$ cat config.mk
export PLATFORM = sky130hd
export DESIGN_NAME = calculate
export DESIGN_NICKNAME = d
export VERILOG_FILES = /design/src/rtl/calc_pkg.sv /design/src/rtl/calc_error_detect.sv /design/src/rtl/calculate.sv
export SDC_FILE = /design/constraint.sdc
export NUM_CORES = 2
export LEC_CHECK = 0
export ABC_AREA = 1
export ABC_CLOCK_PERIOD_IN_PS = 800
export BUFFER_PORTS_ARGS = -buffer_cell sky130_fd_sc_hd__buf_2
export CAP_MARGIN = 30
export CELL_PAD_IN_SITES_DETAIL_PLACEMENT = 1
export CELL_PAD_IN_SITES_GLOBAL_PLACEMENT = 1
export CORE_MARGIN = 4
export CORE_UTILIZATION = 23
export CTS_BUF_LIST = sky130_fd_sc_hd__clkbuf_8 sky130_fd_sc_hd__clkbuf_16
export CTS_CLUSTER_SIZE = 12
export DETAILED_ROUTE_END_ITERATION = 6
export GPL_ROUTABILITY_DRIVEN = 0
export MAX_ROUTING_LAYER = met4
export PLACE_DENSITY_LB_ADDON = 0.25
export SKIP_LAST_GASP = 1
export SYNTH_ARGS = -nofsm -noshare
export SYNTH_HDL_FRONTEND = slang
export SYNTH_SLANG_ARGS = --single-unit
$ cat constraint.sdc
create_clock -name sw_clk -period 0.8 [get_ports sw_clk]
set_input_delay 0.08 -clock sw_clk [delete_from_list [all_inputs] [get_ports sw_clk]]
set_output_delay 0.08 -clock sw_clk [all_outputs]
set_load 0.02 [all_outputs]
$ cat src/rtl/calc_pkg.sv
// Shared constants for the calculate block: operator codes, error display code
// and the default displayable range (sign takes one of six digits).
// Optional modulo support is selected by the CALC_MOD_EN macro in calculate.
package calc_pkg;

  localparam logic [2:0] OP_ADD = 3'd0;
  localparam logic [2:0] OP_SUB = 3'd1;
  localparam logic [2:0] OP_MUL = 3'd2;
  localparam logic [2:0] OP_DIV = 3'd3;
  localparam logic [2:0] OP_MOD = 3'd4;

  localparam logic [31:0]        ERR_CODE    = 32'h00EE_0000;
  localparam logic signed [31:0] RES_MAX_DEF = 32'sd999999;
  localparam logic signed [31:0] RES_MIN_DEF = -32'sd99999;

endpackage

$ cat src/rtl/calc_error_detect.sv
// Combinational error flag: operand range, result range, divide-by-zero, bad opcode.
// Latency: none (pure combinational).
// Backpressure: none; evaluated every cycle.
module calc_error_detect
  import calc_pkg::*;
#(
  parameter logic signed [31:0] RES_MAX = RES_MAX_DEF,
  parameter logic signed [31:0] RES_MIN = RES_MIN_DEF
) (
  input  logic signed [63:0] value,
  input  logic signed [31:0] op_a,
  input  logic signed [31:0] op_b,
  input  logic               div_zero,
  input  logic               op_bad,
  output logic               err
);

  localparam logic signed [63:0] MAX64 = 64'(RES_MAX);
  localparam logic signed [63:0] MIN64 = 64'(RES_MIN);

  logic signed [63:0] a64;
  logic signed [63:0] b64;
  assign a64 = 64'(op_a);
  assign b64 = 64'(op_b);

  // All error sources collapse into one flag; no priority between them is visible.
  always_comb begin
    err = div_zero || op_bad
       || (a64 > MAX64) || (a64 < MIN64)
       || (b64 > MAX64) || (b64 < MIN64)
       || (value > MAX64) || (value < MIN64);
  end

endmodule

$ cat src/rtl/calculate.sv
// Registered signed calculator (add/sub/mul/div, modulo when CALC_MOD_EN is defined).
// Latency: exactly 1 sw_clk cycle; a new operation is accepted every cycle.
// Backpressure: none; out-of-range or illegal operations register ERR_CODE.
module calculate
  import calc_pkg::*;
#(
  parameter logic signed [31:0] RES_MAX  = RES_MAX_DEF,
  parameter logic signed [31:0] RES_MIN  = RES_MIN_DEF,
  parameter logic [31:0]        ERR_CODE = calc_pkg::ERR_CODE
) (
  input  logic        sw_clk,
  input  logic        rst,
  input  logic [31:0] operand1,
  input  logic [31:0] operand2,
  input  logic [2:0]  operator,
  output logic [31:0] result
);

  logic signed [31:0] a;
  logic signed [31:0] b;
  logic signed [31:0] safe_b;
  logic signed [32:0] sum33;
  logic signed [32:0] dif33;
  logic signed [63:0] prod64;
  logic signed [31:0] quot;
  logic signed [63:0] full;
  logic               div_zero;
  logic               op_bad;
  logic               err;

  assign a      = operand1;
  assign b      = operand2;
  // Divider never sees zero; the divide-by-zero case is flagged separately.
  assign safe_b = (b == 32'sd0) ? 32'sd1 : b;
  assign sum33  = 33'(a) + 33'(b);
  assign dif33  = 33'(a) - 33'(b);
  assign prod64 = 64'(a) * 64'(b);
  assign quot   = a / safe_b;

`ifdef CALC_MOD_EN
  logic signed [31:0] rem;
  assign rem = a % safe_b;
`endif

  // Select the full-precision value and the operator-specific error flags.
  always_comb begin
    full     = '0;
    div_zero = 1'b0;
    op_bad   = 1'b0;
    case (operator)
      OP_ADD: full = 64'(sum33);
      OP_SUB: full = 64'(dif33);
      OP_MUL: full = prod64;
      OP_DIV: begin
        full     = 64'(quot);
        div_zero = (b == 32'sd0);
      end
`ifdef CALC_MOD_EN
      OP_MOD: begin
        full     = 64'(rem);
        div_zero = (b == 32'sd0);
      end
`endif
      default: op_bad = 1'b1;
    endcase
  end

  calc_error_detect #(
    .RES_MAX (RES_MAX),
    .RES_MIN (RES_MIN)
  ) u_err (
    .value    (full),
    .op_a     (a),
    .op_b     (b),
    .div_zero (div_zero),
    .op_bad   (op_bad),
    .err      (err)
  );

  // Output register; reset clears the pending result immediately.
  always_ff @(posedge sw_clk or negedge rst) begin
    if (!rst) result <= 32'd0;
    else      result <= err ? ERR_CODE : full[31:0];
  end

endmodule

==> PnR_summary.wiki <==
{| class="wikitable"
! Metric !! Value
|-
| Worst slew pin tran || between 0.9 and 1 ns
|-
| Static Leakage || about 60 nW
|-
| Die footprint || about 320,000 um^2
|-
| Worst Setup Slack, final || -73.40 ns
|-
| Cell repeated most along the worst path || buf_4
|-
| Worst min path class || input pin to async pin
|-
| CTS max path bufs || 2
|-
| Power per cell area || 3870 nW/um^2
|-
| Vias per cell || around 4.6
|-
| Mapped Cells || roughly 11k
|-
| Pins Over Slew Limit || 0
|-
| Final Routed Wirelength || roughly 360 mm
|-
| Final period util || 9280%
|-
| Die Wd || ~570 um
|-
| Mean post-synth cell area || 6.86 um^2
|-
| Core footprint || roughly 310,000 um^2
|-
| Number of setup violations in the final report || 64
|-
| Worst IR drop on VDD || about 4.2 mV
|-
| CTS tree || yes
|-
| Syn Std Cell Area || a little over 70,000 um^2
|-
| FFs w/ async S/R, synth || between 90% and 100%
|-
| Synthesized Nets || around 13k
|-
| Relative area change from synthesis to final layout || 51.4%
|-
| Register containing the most flip-flops in the final layout || result
|-
| Maximum achievable frequency || approximately 13 MHz
|-
| Largest net degree at the start of global routing || 52
|-
| Synth Register Bits || 32
|-
| Clk pin slew, worst setup/hold paths || 0.05 ns
|-
| Type of origin of the critical path || input pin
|-
| Vias in the first global route || a little over 90k
|-
| Cell taking the most area after synthesis || fa_1
|-
| Core occupancy in the finished layout || 35.1%
|-
| Largest cells by area after synthesis || fa_1 30%, nand2_1 14%, ha_1 13%
|-
| Worst path required time || between 1 and 1.5 ns
|-
| Antenna violations before repair || 24
|-
| Height of the die || 570 um
|-
| Overall global routing resource usage || between 20% and 30%
|-
| Proportion of netlist area held by the largest area contributor || 29.9%
|-
| Time the worst path needs with I/O delays and setup || between 70 and 80 ns
|-
| YS warnings || 0
|-
| Kind of critical path || input pin to flop
|-
| Element type at the critical path end || flop
|-
| Top Ports || approximately 100
|-
| Number of buffers inserted by port buffering || 100
|-
| Flip-flop count of the largest register, all copies and words added || 32
|-
| Critical Path Max Stage Delay || ~0.35 ns
|-
| Max-capacitance violation count || 0
|-
| FP Rows || 205
|-
| Maximum fanout encountered on the critical timing path || 8
|-
| Average detailed-routed wire length per instance || approximately 20 um
|-
| Routed via count || approximately 82k
|-
| Data arrival time of the worst path || about 74 ns
|-
| EDFF count, synth || 0
|-
| Number of endpoints with negative hold slack in the final report || 0
|-
| Final std cell area, no fill || 110,000 um^2
|-
| Worst-case headroom to the max-slew limit || 35.3%
|-
| H-Tree Level Count || 2
|-
| Clk sink count || 32
|-
| Post-route ant nets || 0
|-
| Start point of the critical path || operand1[6]
|-
| Run status || finished with violations
|-
| Commonest register cell after synthesis || dfrtp_1
|-
| Unrepaired setup endpoints after global routing || true
|-
| Sequential-to-total area share from yosys stat || 1.10%
|-
| Largest registers || result (32)
|-
| Placed wire-length estimate || slightly below 300 mm
|-
| Inserted Clock Buffers || 5
|-
| DR iter-0 viols || between 3k and 4k
|-
| Endpoint of the most critical setup path || result[1]
|-
| Initial standard-cell utilization of the core || between 20 and 25%
|-
| Library cell used as clock root buffer || clkbuf_16
|-
| Gr ovfl total || 0
|-
| Post-placement cell area || 99,300 um^2
|-
| Worst path slowest cell || ha_1
|-
| Final routed DRC violation total || 0
|-
| PnR Total Power || between 400 and 500 mW
|-
| Violations in the final reports || setup timing
|-
| Leading cell types in the layout, fill and taps excluded || 3,418 x buf_4, 2,378 x nand2_1, 2,237 x inv_1
|-
| Wire length of the first global-routing pass || approximately 540 mm
|-
| First-pass iteration count of the detailed router || 5
|-
| Ratio of cells with drive above 1 in the final layout || about 37%
|-
| Net total in the final layout || around 16k
|-
| Most frequent standard cell in the layout excluding fill and tap cells || buf_4
|-
| Synth unique cells || 83
|}
## layer usage
metal	wire length [um]	share of wire (%)	GRT usage (%)
met4	21800	6.0	9.99
met3	9470	2.6	1.35
met5	0	0	-
met1	148000	41	25.7
met2	182000	50	39.1
## how the worst min path moves through the flow
stage          from    endpoint  slack [ns]  cells past startpoint
2_1_floorplan   rst   result[0]       -0.22                      0
3_3_place_gp    rst  result[12]        0.05                      2
3_5_place_dp    rst  result[11]        0.06                      2
4_1_cts         rst  result[11]        0.25                      3
5_1_grt         rst   result[9]        0.30                      3
6_report        rst   result[9]        0.27                      3
## kinds of logic (layout without fill, tap and decap cells)
logic type | Yosys count | after routing | synth area share, %
DFF | 32 | 32 | 1.10
other | 0 | 14 | 0
and+or+nand+nor | 4057 | 4061 | 23.9
xor gates and xnor gates | 407 | 407 | 4.94
buffers and inverters | 2813 | 6044 | 15.2
muxes | 3 | 3 | 0.0414
AOI/OAI and AO/OA | 1389 | 1389 | 11.5
adders and majority gates | 1866 | 1866 | 43.4
## synthesized netlist by cell type, drive strengths merged (3+ instances only)
master	count
o211a	3
o311ai	3
ha	782
a211oi	34
o21a	14
and3	4
or3	3
or2	117
o41ai	3
nand4	97
buf	117
nand3	339
fa	1084
a31oi	35
nor3	96
o22ai	11
o2111ai	7
xnor2	140
mux2i	3
o221ai	17
clkinv	15
and2	16
a221oi	18
a21o	28
o21ai	451
a311oi	3
inv	2432
o211ai	22
nand2	2741
a21boi	19
dfrtp	32
o31ai	26
xor2	267
o21bai	52
a21oi	628
clkbuf	249
nand3b	18
nor4	37
nor2	586
o221a	3
## stage by stage
stage          setup WS [ns]  std cells  setup TNS, ns  hold WS, ns
3_3_place_gp          -74.81      17266       -2393.34       0.0525
6_report              -73.40      17956       -2351.23        0.266
2_1_floorplan         -70.52      10567       -2254.56       -0.216
4_1_cts               -72.67      17707       -2327.28        0.247
5_1_grt               -78.23      17954       -2506.30        0.302
3_5_place_dp          -78.16      17266       -2499.89       0.0586
## worst max-delay path, delay by kind of cell
kind | cells | cell delay [ns]
and+or+nand+nor | 238 | 21.73
xor gates and xnor gates | 3 | 0.37
buffers and inverters | 212 | 22.43
adders and majority gates | 28 | 7.20
AOI/OAI and AO/OA | 158 | 22.28
## final cells by class
cell class                      count  area (um^2)
Clock inverter                      3         23.8
Clock buffer                        5          125
Antenna cell                       14         35.0
Tap cell                         4140         5180
Sequential cell                    32          807
Fill cell                       38644       203000
Timing Repair Buffer             3589        27600
Multi-Input combinational cell   7726        66800
Inverter                         2447         9280
## report_power, final
part / total, mW / internal (mW) / switching (mW) / leakage, nW
registers: 1.63 / 1.62 / 0.00373 / 0.414
clock network: 2.06 / 1.16 / 0.897 / 0.0661
logic: 421 / 200 / 221 / 59.4
## what timing repair did
action                                  CTS  global route
endpoints found under the setup margin   64            64
cloned                                    8             1
gates resized for setup                 386           885
setup buffers                           425           243
pin swaps                               313           636
hold buffers                              1             0
hold endpoints to repair                 32             0
(Power assumes the default switching activity.)
